===== src/rtl/mm_arb_pkg.sv =====
// Shared types and width helpers for the round-robin memory-mapped arbiter.
package mm_arb_pkg;

    typedef enum logic {IDLE, GRANT} arb_state_t;

    // Index width for n requesters; never narrower than one bit.
    function automatic int iwidth(input int n);
        return (n > 1) ? $clog2(n) : 1;
    endfunction

    // Width of a counter that must reach the value n.
    function automatic int cwidth(input int n);
        return (n > 0) ? $clog2(n + 1) : 1;
    endfunction

endpackage


===== src/rtl/mm_rr_arbiter_if.sv =====
// Requester-side and shared-slave-side memory-mapped signals of the arbiter.
interface mm_rr_arbiter_if #(
    parameter int NPORTS = 4,
    parameter int AWIDTH = 8,
    parameter int DWIDTH = 8
);
    logic [NPORTS-1:0][AWIDTH-1:0] s_addr;
    logic [NPORTS-1:0]             s_wreq;
    logic [NPORTS-1:0][DWIDTH-1:0] s_wdat;
    logic [NPORTS-1:0]             s_rreq;
    logic [NPORTS-1:0][DWIDTH-1:0] s_rdat;
    logic [NPORTS-1:0]             s_busy;
    logic [AWIDTH-1:0]             m_addr;
    logic                          m_wreq;
    logic [DWIDTH-1:0]             m_wdat;
    logic                          m_rreq;
    logic [DWIDTH-1:0]             m_rdat;
    logic                          m_busy;

    modport arb (
        input  s_addr, s_wreq, s_wdat, s_rreq, m_rdat, m_busy,
        output s_rdat, s_busy, m_addr, m_wreq, m_wdat, m_rreq
    );

    modport master (
        output s_addr, s_wreq, s_wdat, s_rreq,
        input  s_rdat, s_busy
    );

    modport slave (
        input  m_addr, m_wreq, m_wdat, m_rreq,
        output m_rdat, m_busy
    );

endinterface


===== src/rtl/rr_pick.sv =====
// Rotating-priority picker: first active request after last_i, scanning cyclically.
module rr_pick
    import mm_arb_pkg::*;
#(
    parameter int NPORTS = 4
) (
    input  logic [NPORTS-1:0]              req_i,
    input  logic [iwidth(NPORTS)-1:0]      last_i,
    output logic [iwidth(NPORTS)-1:0]      idx_o,
    output logic                           found_o
);

    localparam int IW = iwidth(NPORTS);

    always_comb begin
        int cand;
        found_o = 1'b0;
        idx_o   = '0;
        cand    = 0;
        // Offset 1 first so the previous grantee has the lowest priority.
        for (int k = 1; k <= NPORTS; k++) begin
            cand = (int'(last_i) + k) % NPORTS;
            if (!found_o && req_i[IW'(cand)]) begin
                found_o = 1'b1;
                idx_o   = IW'(cand);
            end
        end
    end

endmodule


===== src/rtl/mm_rr_arbiter.sv =====
// Round-robin arbiter sharing one memory-mapped slave among NPORTS masters,
// with a registered grant and an optional burst hold under contention.
module mm_rr_arbiter
    import mm_arb_pkg::*;
#(
    parameter int NPORTS   = 4,
    parameter int AWIDTH   = 8,
    parameter int DWIDTH   = 8,
    parameter int MAXBURST = 1
) (
    input  logic                      clk,
    input  logic                      reset,
    mm_rr_arbiter_if.arb              bus,
    output logic [iwidth(NPORTS)-1:0] gnt_idx
);

    localparam int IW = iwidth(NPORTS);
    localparam int CW = cwidth(MAXBURST);

    arb_state_t        state_q, state_d;
    logic [IW-1:0]     gnt_q, gnt_d;
    logic [IW-1:0]     last_q, last_d;
    logic [CW-1:0]     cnt_q, cnt_d;

    logic [NPORTS-1:0] req;
    logic [NPORTS-1:0] gmask;
    logic [IW-1:0]     pick_idx;
    logic              pick_found;
    logic              g_req;
    logic              others;
    logic [AWIDTH-1:0] addr_mux;
    logic [DWIDTH-1:0] wdat_mux;

    assign req = bus.s_wreq | bus.s_rreq;

    rr_pick #(.NPORTS(NPORTS)) u_pick (
        .req_i   (req),
        .last_i  (last_q),
        .idx_o   (pick_idx),
        .found_o (pick_found)
    );

    always_comb begin
        gmask        = '0;
        gmask[gnt_q] = 1'b1;
    end

    assign g_req  = req[gnt_q];
    assign others = |(req & ~gmask);

    always_comb begin
        state_d = state_q;
        gnt_d   = gnt_q;
        last_d  = last_q;
        cnt_d   = cnt_q;
        case (state_q)
            IDLE: begin
                if (pick_found) begin
                    state_d = GRANT;
                    gnt_d   = pick_idx;
                    cnt_d   = '0;
                end
            end
            GRANT: begin
                if (!g_req) begin
                    state_d = IDLE;
                    last_d  = gnt_q;
                end else if (!bus.m_busy) begin
                    cnt_d = (cnt_q == CW'(MAXBURST)) ? cnt_q : cnt_q + 1'b1;
                    // Yield only when someone else is waiting and the burst allowance is spent.
                    if (others && (int'(cnt_q) + 1 >= MAXBURST)) begin
                        state_d = IDLE;
                        last_d  = gnt_q;
                    end
                end
            end
            default: state_d = IDLE;
        endcase
    end

    always_ff @(posedge clk or posedge reset) begin
        if (reset) begin
            state_q <= IDLE;
            gnt_q   <= '0;
            last_q  <= IW'(NPORTS - 1);
            cnt_q   <= '0;
        end else begin
            state_q <= state_d;
            gnt_q   <= gnt_d;
            last_q  <= last_d;
            cnt_q   <= cnt_d;
        end
    end

    // Output path is combinational from state so reset quiets the slave immediately.
    always_comb begin
        addr_mux     = '0;
        wdat_mux     = '0;
        bus.m_wreq   = 1'b0;
        bus.m_rreq   = 1'b0;
        bus.s_busy   = '1;
        if (state_q == GRANT) begin
            addr_mux          = bus.s_addr[gnt_q];
            wdat_mux          = bus.s_wdat[gnt_q];
            bus.m_wreq        = bus.s_wreq[gnt_q];
            bus.m_rreq        = bus.s_rreq[gnt_q];
            bus.s_busy[gnt_q] = bus.m_busy;
        end
    end

    assign bus.m_addr = addr_mux;
    assign bus.m_wdat = wdat_mux;
    assign bus.s_rdat = {NPORTS{bus.m_rdat}};
    assign gnt_idx    = gnt_q;

endmodule


===== src/flat_wrapper.sv =====
// flat-port wrapper written by rule: the top's interface ports become plain ports
module mm_rr_arbiter_flat import mm_arb_pkg::*;
#(
    parameter int NPORTS   = 4,
    parameter int AWIDTH   = 8,
    parameter int DWIDTH   = 8,
    parameter int MAXBURST = 1
)
  (clk, reset, gnt_idx, bus_s_addr, bus_s_wreq, bus_s_wdat, bus_s_rreq, bus_m_rdat, bus_m_busy, bus_s_rdat, bus_s_busy, bus_m_addr, bus_m_wreq, bus_m_wdat, bus_m_rreq);
  mm_rr_arbiter_if #(.NPORTS(NPORTS), .AWIDTH(AWIDTH), .DWIDTH(DWIDTH)) bus_i ();
  input  logic clk;
  input  logic reset;
  output logic [iwidth(NPORTS)-1:0] gnt_idx;
  input wire logic [$bits(bus_i.s_addr)-1:0] bus_s_addr;
  input wire logic [$bits(bus_i.s_wreq)-1:0] bus_s_wreq;
  input wire logic [$bits(bus_i.s_wdat)-1:0] bus_s_wdat;
  input wire logic [$bits(bus_i.s_rreq)-1:0] bus_s_rreq;
  input wire logic [$bits(bus_i.m_rdat)-1:0] bus_m_rdat;
  input wire logic [$bits(bus_i.m_busy)-1:0] bus_m_busy;
  output wire logic [$bits(bus_i.s_rdat)-1:0] bus_s_rdat;
  output wire logic [$bits(bus_i.s_busy)-1:0] bus_s_busy;
  output wire logic [$bits(bus_i.m_addr)-1:0] bus_m_addr;
  output wire logic [$bits(bus_i.m_wreq)-1:0] bus_m_wreq;
  output wire logic [$bits(bus_i.m_wdat)-1:0] bus_m_wdat;
  output wire logic [$bits(bus_i.m_rreq)-1:0] bus_m_rreq;
  assign bus_i.s_addr = bus_s_addr;
  assign bus_i.s_wreq = bus_s_wreq;
  assign bus_i.s_wdat = bus_s_wdat;
  assign bus_i.s_rreq = bus_s_rreq;
  assign bus_i.m_rdat = bus_m_rdat;
  assign bus_i.m_busy = bus_m_busy;
  assign bus_s_rdat = bus_i.s_rdat;
  assign bus_s_busy = bus_i.s_busy;
  assign bus_m_addr = bus_i.m_addr;
  assign bus_m_wreq = bus_i.m_wreq;
  assign bus_m_wdat = bus_i.m_wdat;
  assign bus_m_rreq = bus_i.m_rreq;
  mm_rr_arbiter #(.NPORTS(NPORTS), .AWIDTH(AWIDTH), .DWIDTH(DWIDTH), .MAXBURST(MAXBURST)) u_core (.clk(clk), .reset(reset), .bus(bus_i), .gnt_idx(gnt_idx));
endmodule

===== config.mk =====
export PLATFORM = sky130hd
export DESIGN_NAME = mm_rr_arbiter_flat
export DESIGN_NICKNAME = d
export VERILOG_FILES = /design/src/rtl/mm_arb_pkg.sv /design/src/rtl/mm_rr_arbiter_if.sv /design/src/rtl/rr_pick.sv /design/src/rtl/mm_rr_arbiter.sv /design/src/flat_wrapper.sv
export SDC_FILE = /design/constraint.sdc
export NUM_CORES = 1
export LEC_CHECK = 0
export CAP_MARGIN = 0
export CORE_AREA = 2 2 53 55
export CTS_CLUSTER_DIAMETER = 40
export CTS_CLUSTER_SIZE = 8
export DETAILED_ROUTE_END_ITERATION = 16
export DIE_AREA = 0 0 55 57
export DONT_BUFFER_PORTS = 1
export HOLD_SLACK_MARGIN = 0.08
export SETUP_SLACK_MARGIN = 0.2
export SYNTH_ARGS = -nofsm -noshare
export SYNTH_HDL_FRONTEND = slang
export SYNTH_SLANG_ARGS = --single-unit

===== constraint.sdc =====
create_clock -name clk -period 2.5 [get_ports clk]
set_clock_uncertainty 0.05 [all_clocks]
set_input_delay 0.5 -clock clk [delete_from_list [all_inputs] [get_ports clk]]
set_output_delay 0.5 -clock clk [all_outputs]
set_load 0.02 [all_outputs]

* After elaboration in Yosys (flattened, before gate mapping) *
Cells that the tools add are included.

storage, ports and cells
  register bits after elaboration = 6
  latch bits = 0
  memory bits (writable) = 0
  memory bits (read-only) = 0
  input bits = 83
  output and inout bits = 56
  logic and storage cells = 89
  memories = 0

cells by class
  add/sub/neg operators = 6
  multiply operators = 0
  div/mod/pow operators = 0
  magnitude comparators = 7
  eq/ne operators = 5
  shifts and indexed selects = 0
  multiplexer cells = 50
  bitwise operators = 5
  reductions and logical operators = 12

operator list
  cell                   count
  $bmux W8 S2            2
  $ge A32 B2 Y1 const B  1
  $mux W8                4
  $mux W1                26
  $lt A2 B4 Y1 const B   4
  $bmux W1 S2            7
  $mux W2                7
  $ne A2 B2 Y1 const B   4
  $or A4 B4 Y4           2
  $reduce_and A3 Y1      2
  $logic_and A1 B1 Y1    5
  $add A2 B1 Y2 const B  2
  $add A2 B2 Y2 const B  2
  $and A4 B4 Y4          1
  $mux W4                1
  $not A4 Y4             1
  $pmux W1 S2            2
  $reduce_or A4 Y1       1
  $logic_not A1 Y1       3
  $lt A2 B3 Y1 const B   1
  $add A1 B1 Y2 const B  1
  $demux W1 S2           1
  $ge A2 B1 Y1 const B   1
  $ne A2 B1 Y1 const B   1
  3 further kinds        3

* Depth between registers and ports, before layout *
Gate-level depths: netlist (run 1).

  depth in word-level cells = 16
  mapped depth = 6
  depth with buffers taken out = 5

* Cells and area by module *
A second synthesis (run 1) with hierarchy kept.

unflattened totals
  cell total of the unflattened synthesis = 131
  area, all modules = 1312.5 um^2

modules (own cells, without submodules)
  module         instances  cells each  area an instance (um^2)  seq. area each (um^2)
  mm_rr_arbiter  1          117         1221.2                   127.6
  rr_pick        1          14          91.3                     0.0

* Worst setup path before layout (run 1) *
No wires, ideal clock.

  kind = register to output
  start = register u_core.gnt_q[0] (netlist: u_core.gnt_idx[0])
  end = output bus_m_addr[1]
  arrival = 1.644 ns
  required time = 1.950 ns
  slack = 0.306 ns
  stages on the path, launching flop included = 5
  buffers on the path = 2
  cell sequence = dfrtp_1 -> buf_6 -> buf_2 -> mux4_2 -> and2_1

on the way
  word-level cells in the longest chain between the ends = 3

RTL lines
  item                           RTL line              text
  from (decl)                    mm_rr_arbiter.sv:21   logic [IW-1:0] gnt_q, gnt_d;
  from (signal assigned)         mm_rr_arbiter.sv:89   gnt_q <= gnt_d;
  $bmux W8 S2                    mm_rr_arbiter.sv:103  addr_mux = bus.s_addr[gnt_q];
  $mux W8 (not written as such)  mm_rr_arbiter.sv:103
  $mux W8                        mm_rr_arbiter.sv:102  if (state_q == GRANT) begin
  to (decl)                      flat_wrapper.sv:22    output wire logic [$bits(bus_i.m_addr)-1:0] bus_m_addr;

Every way passes these cells. The select of a mux whose other input is x is not followed.

* Worst setup path in the final report (run 1) *
  start = register u_core.gnt_q[0] (netlist: u_core.gnt_idx[0])
  end = output bus_m_wdat[0]

on the way
  word-level cells in the longest chain between the ends = 3

RTL lines
  item                           RTL line              text
  $bmux W8 S2                    mm_rr_arbiter.sv:104  wdat_mux = bus.s_wdat[gnt_q];
  $mux W8 (not written as such)  mm_rr_arbiter.sv:104
  $mux W8                        mm_rr_arbiter.sv:102
  to (decl)                      flat_wrapper.sv:24    output wire logic [$bits(bus_i.m_wdat)-1:0] bus_m_wdat;

Every way passes these cells. The select of a mux whose other input is x is not followed.

==> results of run 1 <==
==> layout make-up <==
type	instances	share of cell area, %
Sequential cell	5	11.8
Multi-Input combinational cell	77	74.2
Timing Repair Buffer	9	6.84
Clock buffer	4	2.44
Tap cell	31	3.60
Inverter	3	1.04
==> layer usage <==
layer | vias to the layer above | global-route usage (%)
met4 | 0 | 4.53
li1 | 387 | -
met5 | - | 0
met3 | 2 | 3.40
met1 | 405 | 19.9
met2 | 56 | 27.0
==> where the power goes <==
| part | leakage, nW | internal, W | switching, W |
|---|---|---|---|
| Sequential | 0.0558 | 0.000137 | 0.0000612 |
| Combinational | 0.299 | 0.000521 | 0.000621 |
| Clock | 0.0150 | 0.0000604 | 0.0000336 |
==> cells by family (layout without fill, tap and decap cells) <==
family                 after synthesis  after routing
and+or+nand+nor                     41             41
DFF                                  5              5
muxes                               20             20
buffers and inverters               43             16
AOI/OAI and AO/OA                   16             16
==> registers in the layout, summed over array words and instances, names as in the netlist <==
name / count
u_core.gnt_idx: 2
u_core.state_q: 1
u_core.last_q: 2
==> placed cells by master, fill, tap and decap left out, types with 2 or more instances in the layout <==
cell type	count
a31oi_1	2
and2_1	18
buf_4	7
clkbuf_4	3
dfrtp_1	3
dfstp_2	2
inv_1	2
mux2_1	2
mux4_2	18
nand2_1	2
nor2_1	9
nor3_1	2
nor4_1	3
o21ai_0	3
o221ai_1	2
or3_1	2
==> critical path, stage by stage, from the launching register on <==
cell	delay [ns]
dfrtp_1	0.38
buf_6	0.23
mux4_2	0.51
and2_1	0.24
==> through the flow <==
step	hold WS (ns)	utilization (%)	std cells	area (um^2)	total power, W
5_1_grt	0.527	41.2	129	1080	0.00157
3_5_place_dp	0.253	39.7	124	1040	0.00135
3_3_place_gp	0.254	39.7	124	1040	0.00134
2_1_floorplan	0.227	-	125	1220	0.00126
6_report	0.491	41.2	129	1080	0.00143
4_1_cts	0.490	41.1	129	1070	0.00145
==> worst max path at each step <==
stage | from | to | slack, ns | cells after the start
6_report | u_core.gnt_idx[0] | bus_m_wdat[0] | 0.34 | 3
5_1_grt | u_core.gnt_idx[0] | bus_m_addr[5] | 0.24 | 3
4_1_cts | u_core.gnt_idx[0] | bus_m_addr[1] | 0.26 | 3
3_5_place_dp | u_core.gnt_idx[0] | u_core.last_q[1] | 0.47 | 6
3_3_place_gp | u_core.gnt_idx[0] | u_core.last_q[1] | 0.53 | 6
2_1_floorplan | u_core.gnt_idx[0] | bus_m_addr[1] | 0.31 | 4
==> repair_timing <==
item | 4_1_cts | 5_1_grt
resized for setup | 0 | 1
endpoints found under the setup margin | 0 | 10
endpoints found under the hold margin | 3 | 0
hold buffers | 1 | 0
==> results.yml, run 1 <==
die:
  die_w_um: 55
  start_util_pct: 46.7
  core_area_um2: 2620
  die_area_um2: 3140
  rows: 19
  io_pins: 139
  die_h_um: 57
clock_network:
  cts_setup_buffers: 0
  tritoncts.num_buffers: 3
  cts_max_path_buffers: 2
  cts_tree: "built"
  h-tree-depth: 1
  path_clk_slew_ns: 0.05
  cts_root_buffer: "clkbuf_4"
  insertion_delay_ns: 0.24
  clkSinkCount: 5
route:
  routedWlPerCell_um: 20.8
  drc: 0
  wl_met2_um: 1430
  drt.antenna.violating_nets: 0
  wl_met1_um: 937
  met3WireLength_um: 312
  highest_layer: "met4"
  drt_iter0_markers: 42
  vias_per_cell: 6.59
  vias: 850
  drt-total-wl_um: 2690
  dr.pass1.iters: 4
critical_path:
  rr_worst_depth: 6
  crit-reg2reg-capture: "u_core.last_q[1]"
  r2r_slack_ns: 0.47
  critPathKind: "register to primary output"
  worstPathRequired_ns: 1.95
  crit_path_end_kind: "primary output"
  regToRegStartpoint: "u_core.gnt_idx[0]"
  crit_path_max_fanout: 15
  cp-start-kind: "register"
  worstPathArrival_ns: 1.61
sta:
  final_hold_viol_count: 0
  grt_setup_unrepaired: "false"
  worstMarginPinSlew_ns: 0.563
  fin_setup_tns_ns: 0
  timing.slew.headroom_pct: 62.1
  setup-violations-final: 0
  period_needed_ns: 2.16
  max_freq_mhz: 463
  slew_violations: 0
  period_share_pct: 86.4
  setup_slack_ns: 0.340
place:
  post-dp-hpwl_um: 2250
  place_ws_ns: 0.472
  place.gp.congestion: 0.939
  io_buffers: 0
hold_path:
  hold_path.class: "register to register"
  worstHoldStart: "u_core.state_q"
  hold_path_depth: 1
  hold-path-endpoint: "u_core.state_q"
layout:
  area_delta_synth_final_pct: -11.7
  multi_input_area_um2: 801
  diodes: 0
  drive_above_1_share_pct: 37.8
  num-fill-cells: 255
  seqCellArea_um2: 128
  fin_nets: 182
power:
  vdd_drop_max_mv: 0.522
  powerDensity_nw_per_um2: 1330
  leakage_nw: 0.370
synth:
  seq_area_frac_synth_pct: 10.5
  synthDistinctLibCells: 33
  synthXorXnorAreaFrac_pct: 0
  synth_area_leaders: "mux4_2 33%, buf_4 20%, and2_1 9.2%, dfrtp_1 6.1%, dfstp_2 4.3%"
  synth_seq_cells: 5
  synth_edf_count: 0
  async_reset_ff_share_pct: 100
  syn_area_um2: 1220
  synth_compound_area_share_pct: 9.94
  syn_area_per_cell_um2: 9.77
  synth-adder-area-share_pct: 0
  ys_top_cells_by_count: "32 x buf_4, 18 x and2_1, 18 x mux4_2"
  ys_warn_count: 0
  synth_cells: 125
  synth.area.mux_share_pct: 35.0
  synth_top_area_share_pct: 33.2
  synth-simple-area-share_pct: 20.6
  yosysMostFrequentCell: "buf_4"
  yosys.area.top_type: "mux4_2"
  postSynthNetCount: 208
  synth_flop_cell: "dfrtp_1"
  synth_top_family_by_area: "multiplexers"
job:
  cap_violations: 0
status:
  status: "finished clean"
global_route:
  grt_pass1_wl_um: 3710
  first_global_vias: 824
  grt_max_degree: 21
  antenna_found_initial: 0
  gr-total-overflow: 0
  grt_usage_pct: 15.9
(Power assumes the default switching activity.)
==> run 2, diff against run 1 <==
CORE_AREA = 2 2 54 56   (was 2 2 53 55)
DIE_AREA = 0 0 56 58   (was 0 0 55 57)
==> run 2 against run 1 <==
Combinational power up 4%. Sequential cell count unchanged. Fmax up 1.4%. Setup slack better by 0.029 ns. Non-clock buffer count unchanged. Core utilization down 0.17 points. Highest routed layer unchanged. First-iteration DRC count down 14%.
==> results.yml, run 2 (synthesized netlist as in run 1, its figures left out) <==
place:
  place.gp.congestion: 0.830
  dp_cells: 123
  io_buffers: 0
  post-dp-hpwl_um: 2670
sta:
  fin_setup_tns_ns: 0
  slew_violations: 0
  timing.slew.headroom_pct: 57.4
  final_hold_viol_count: 0
  grt_setup_unrepaired: "false"
  worstMarginPinSlew_ns: 0.633
  period_share_pct: 85.2
  period_needed_ns: 2.13
  max_freq_mhz: 469
  setup-violations-final: 0
die:
  core_area_um2: 2660
  rows: 19
  io_pins: 139
  die_w_um: 56
  start_util_pct: 45.9
  die_h_um: 58
  die_area_um2: 3250
critical_path:
  crit_path_max_fanout: 5
  critPathKind: "register to primary output"
  worstPathRequired_ns: 1.95
  rr_worst_depth: 6
  worstPathArrival_ns: 1.58
  crit_path_end_kind: "primary output"
  crit_slowest_cell: "mux4_2"
  max_stage_delay_ns: 0.50
  cp-start-kind: "register"
  path_cells: "buf_4 > mux4_2 > and2_1"
global_route:
  first_global_vias: 954
  antenna_found_initial: 0
  grt_usage_pct: 18.9
  grt_pass1_wl_um: 4700
  grt_max_degree: 23
  gr-total-overflow: 0
clock_network:
  cts_max_path_buffers: 2
  tritoncts.num_buffers: 3
  insertion_delay_ns: 0.24
  cts_tree: "built"
  cts_root_buffer: "clkbuf_4"
  clkSinkCount: 5
  path_clk_slew_ns: 0.04
  h-tree-depth: 1
route:
  routedWlPerCell_um: 24.2
  drt_iter0_markers: 36
  vias: 887
  vias_per_cell: 6.88
  drc: 0
  drt.antenna.violating_nets: 0
  drt-total-wl_um: 3120
  dr.pass1.iters: 4
layout:
  layout_common_cells: "18 x mux4_2, 18 x and2_1, 9 x nor2_1, 6 x buf_4"
  area_delta_synth_final_pct: -10.5
  diodes: 0
  drive_above_1_share_pct: 39.8
  final_cells: 129
  fin_nets: 182
power:
  clkPwrFrac_pct: 6.2
  powerDensity_nw_per_um2: 1350
  combPwrFrac_pct: 79.9
  vdd_drop_max_mv: 0.749
  switching_power_w: 0.000737
  pwr-share-seq_pct: 13.9
  p_sw_share_pct: 49.7
  intPower_w: 0.000745
  leakage_nw: 0.373
job:
  cap_violations: 0
hold_path:
  hold_path_depth: 3
  hold_path.class: "input port to register"
status:
  status: "finished clean"
## run 2: worst paths after layout
kind / startpoint / endpoint / slack (ns)
worst max-delay path: u_core.gnt_idx[0] / bus_m_addr[7] / 0.37
worst min-delay path: bus_s_wreq[0] / u_core.gnt_idx[0] / 0.53
worst max register to register: u_core.gnt_idx[0] / u_core.last_q[1] / 0.40
worst min register to register: u_core.last_q[1] / u_core.gnt_idx[0] / 0.53
max in group asynchronous: reset / u_core.last_q[1] / 1.61
min in group asynchronous: reset / u_core.state_q / 0.55
## run 2: power groups by stage
stage / sequential [W] / clock, W / combinational, W
floorplan: 0.000190 / 0 / 0.00107
global placement: 0.000210 / 0 / 0.00114
detailed placement: 0.000215 / 0 / 0.00117
CTS: 0.000216 / 0.0000960 / 0.00117
global route: 0.000218 / 0.000107 / 0.00128
finish: 0.000207 / 0.0000915 / 0.00118
## run 2: worst max-delay path: cells and delay by family (launching register included)
family                 cells  cell delay, ns
muxes                      1            0.50
DFF                        1            0.41
buffers and inverters      1            0.18
and+or+nand+nor            1            0.24
## run 2: what timing repair did
item,CTS,global route
hold buffers,1,0
gates resized for setup,1,2
endpoints found under the hold margin,3,0
setup endpoints to repair,16,16
setup buffers,0,1
## run 2: cell type report
class                   instances  area [um^2]
fillers                       260         1570
flip-flops and latches          5          130
inverters                       3         11.3
clock buffers                   4         26.3
repair buffers                  9         86.3
well taps                      31         38.8
multi-input cells              77          801
## run 2: stage by stage
stage / instance area (um^2) / setup slack (ns) / total power, W / util, % / hold WS [ns]
3_3_place_gp: 1040 / 0.405 / 0.00135 / 39.2 / 0.250
3_5_place_dp: 1040 / 0.316 / 0.00138 / 39.2 / 0.256
4_1_cts: 1080 / 0.202 / 0.00148 / 40.6 / 0.519
5_1_grt: 1090 / 0.289 / 0.00160 / 41.1 / 0.532
2_1_floorplan: 1220 / 0.306 / 0.00126 / - / 0.227
6_report: 1090 / 0.369 / 0.00148 / 41.1 / 0.527
## run 2: layer usage
| layer | share of wire [%] | global-route usage [%] | vias to the layer above | wire [um] |
|---|---|---|---|---|
| met5 | 0 | 0 | - | 0 |
| met4 | 2.6 | 8.84 | 0 | 82 |
| met3 | 10 | 7.37 | 8 | 314 |
| met2 | 56 | 34.3 | 70 | 1740 |
| met1 | 32 | 19.2 | 426 | 987 |
| li1 | - | - | 383 | - |
==> run 3, diff against run 2 <==
CTS_BUF_LIST = sky130_fd_sc_hd__clkbuf_4 sky130_fd_sc_hd__clkbuf_8   (was unset)
CTS_CLUSTER_DIAMETER = 60   (was 40)
clock period = 2.4 ns   (was 2.5 ns; I/O delays follow)
==> run 3 against run 2 <==
Sequential cell count did not move. Critical path type unchanged. Power rose by 4.3%. Hold slack got worse by 0.053 ns. Clock power rose by 18%. Sequential share of layout area barely moved. Combinational power rose by 4%. Core utilization rose by 0.14 points. Register-to-register slack got worse by 0.07 ns. Sequential power barely moved. Via count fell by 2.0%.
==> results.yml, run 3 (synthesized netlist as in run 1, its figures left out) <==
status:
  status: "finished clean"
sta:
  grt_setup_unrepaired: "false"
  fin_setup_tns_ns: 0
  final_hold_viol_count: 0
  slew_violations: 0
  max_freq_mhz: 474
  period_needed_ns: 2.11
  timing.slew.headroom_pct: 56.0
  period_share_pct: 88.0
  worstMarginPinSlew_ns: 0.654
  setup-violations-final: 0
place:
  io_buffers: 0
  place.gp.congestion: 0.790
  dp_cells: 123
  post-dp-hpwl_um: 2400
global_route:
  grt_pass1_wl_um: 4160
  gr-total-overflow: 0
  first_global_vias: 869
  antenna_found_initial: 0
  grt_usage_pct: 16.5
  grt_max_degree: 23
clock_network:
  cts_root_buffer: "clkbuf_4"
  insertion_delay_ns: 0.24
  cts_tree: "built"
  h-tree-depth: 1
  tritoncts.num_buffers: 3
  clkSinkCount: 5
  cts_max_path_buffers: 2
  path_clk_slew_ns: 0.04
layout:
  diodes: 0
  area_delta_synth_final_pct: -10.1
  final_cells: 129
  fin_nets: 182
  drive_above_1_share_pct: 40.8
  layout_common_cells: "18 x mux4_2, 18 x and2_1, 9 x nor2_1, 6 x buf_4, 4 x clkbuf_4"
route:
  drc: 0
  dr.pass1.iters: 3
  vias: 869
  drt_iter0_markers: 20
  drt.antenna.violating_nets: 0
  drt-total-wl_um: 2880
  routedWlPerCell_um: 22.3
  vias_per_cell: 6.74
die:
  die_area_um2: 3250
  rows: 19
  io_pins: 139
  die_w_um: 56
  start_util_pct: 45.9
  core_area_um2: 2660
  die_h_um: 58
hold_path:
  hold_path.class: "input port to register"
  hold-path-endpoint: "u_core.gnt_idx[0]"
  hold_path_depth: 3
  worstHoldStart: "bus_s_wreq[0]"
critical_path:
  worstPathRequired_ns: 1.87
  r2r_slack_ns: 0.33
  rr_worst_depth: 6
  cp-start-kind: "register"
  crit-reg2reg-capture: "u_core.last_q[0]"
  regToRegStartpoint: "u_core.gnt_idx[0]"
  worstPathArrival_ns: 1.58
  crit_path_end_kind: "primary output"
  critPathKind: "register to primary output"
  crit_path_max_fanout: 20
job:
  cap_violations: 0
power:
  vdd_drop_max_mv: 0.669
  leakage_nw: 0.376
  powerDensity_nw_per_um2: 1410
==> run 3: cell counts in the layout (fill, tap and decap cells not counted) <==
Identical to the previous run, type by type.
==> run 3: final cells by class <==
class	instances	area, um^2
Sequential cell	5	130
Inverter	3	11.3
Fill cell	263	1570
Tap cell	31	38.8
Clock buffer	4	30.0
Timing Repair Buffer	9	86.3
Multi-Input combinational cell	77	801
==> run 3: stage by stage <==
stage	utilization [%]	setup slack [ns]	hold slack, ns	area [um^2]	power, W
after CTS	41.2	0.201	0.468	1100	0.00157
after detailed placement	39.2	0.301	0.235	1040	0.00143
after global placement	39.2	0.339	0.233	1040	0.00140
final	41.2	0.289	0.474	1100	0.00155
after floorplan	-	0.226	0.207	1220	0.00131
after global routing	41.2	0.220	0.476	1100	0.00166
==> run 3: where the power goes <==
part | switching (W) | internal, W
clock | 0.0000341 | 0.0000741
combinational | 0.000665 | 0.000566
sequential | 0.0000595 | 0.000147
==> run 3: layer usage <==
layer	global-route usage, %	vias to the layer above	wire length (um)
met1	18.6	424	1010
met5	0	-	0
met4	4.08	0	26
li1	-	384	-
met3	5.80	5	277
met2	29.9	56	1570
==> run 3: worst max-delay path by stage <==
| stage | slack [ns] | startpoint | end | depth (start not counted) |
|---|---|---|---|---|
| after global placement | 0.34 | u_core.gnt_idx[0] | bus_m_addr[4] | 3 |
| final | 0.29 | u_core.gnt_idx[1] | bus_s_busy[3] | 3 |
| after detailed placement | 0.30 | u_core.gnt_idx[0] | bus_m_addr[5] | 3 |
| after floorplan | 0.23 | u_core.gnt_idx[0] | bus_m_addr[1] | 4 |
| after global routing | 0.22 | u_core.gnt_idx[1] | bus_s_busy[2] | 3 |
| after CTS | 0.20 | u_core.gnt_idx[1] | bus_s_busy[2] | 3 |
==> run 3: worst max-delay path: stages (launching register included) <==
cell and delay (ns):
dfrtp_2 0.45, buf_6 0.26, inv_1 0.12, or3_1 0.50
==> run 3: timing repair <==
item,in CTS,in global routing
buffers inserted,1,0
endpoints found under the setup margin,20,13
hold buffers,1,0
resized for setup,2,1
endpoints found under the hold margin,3,0
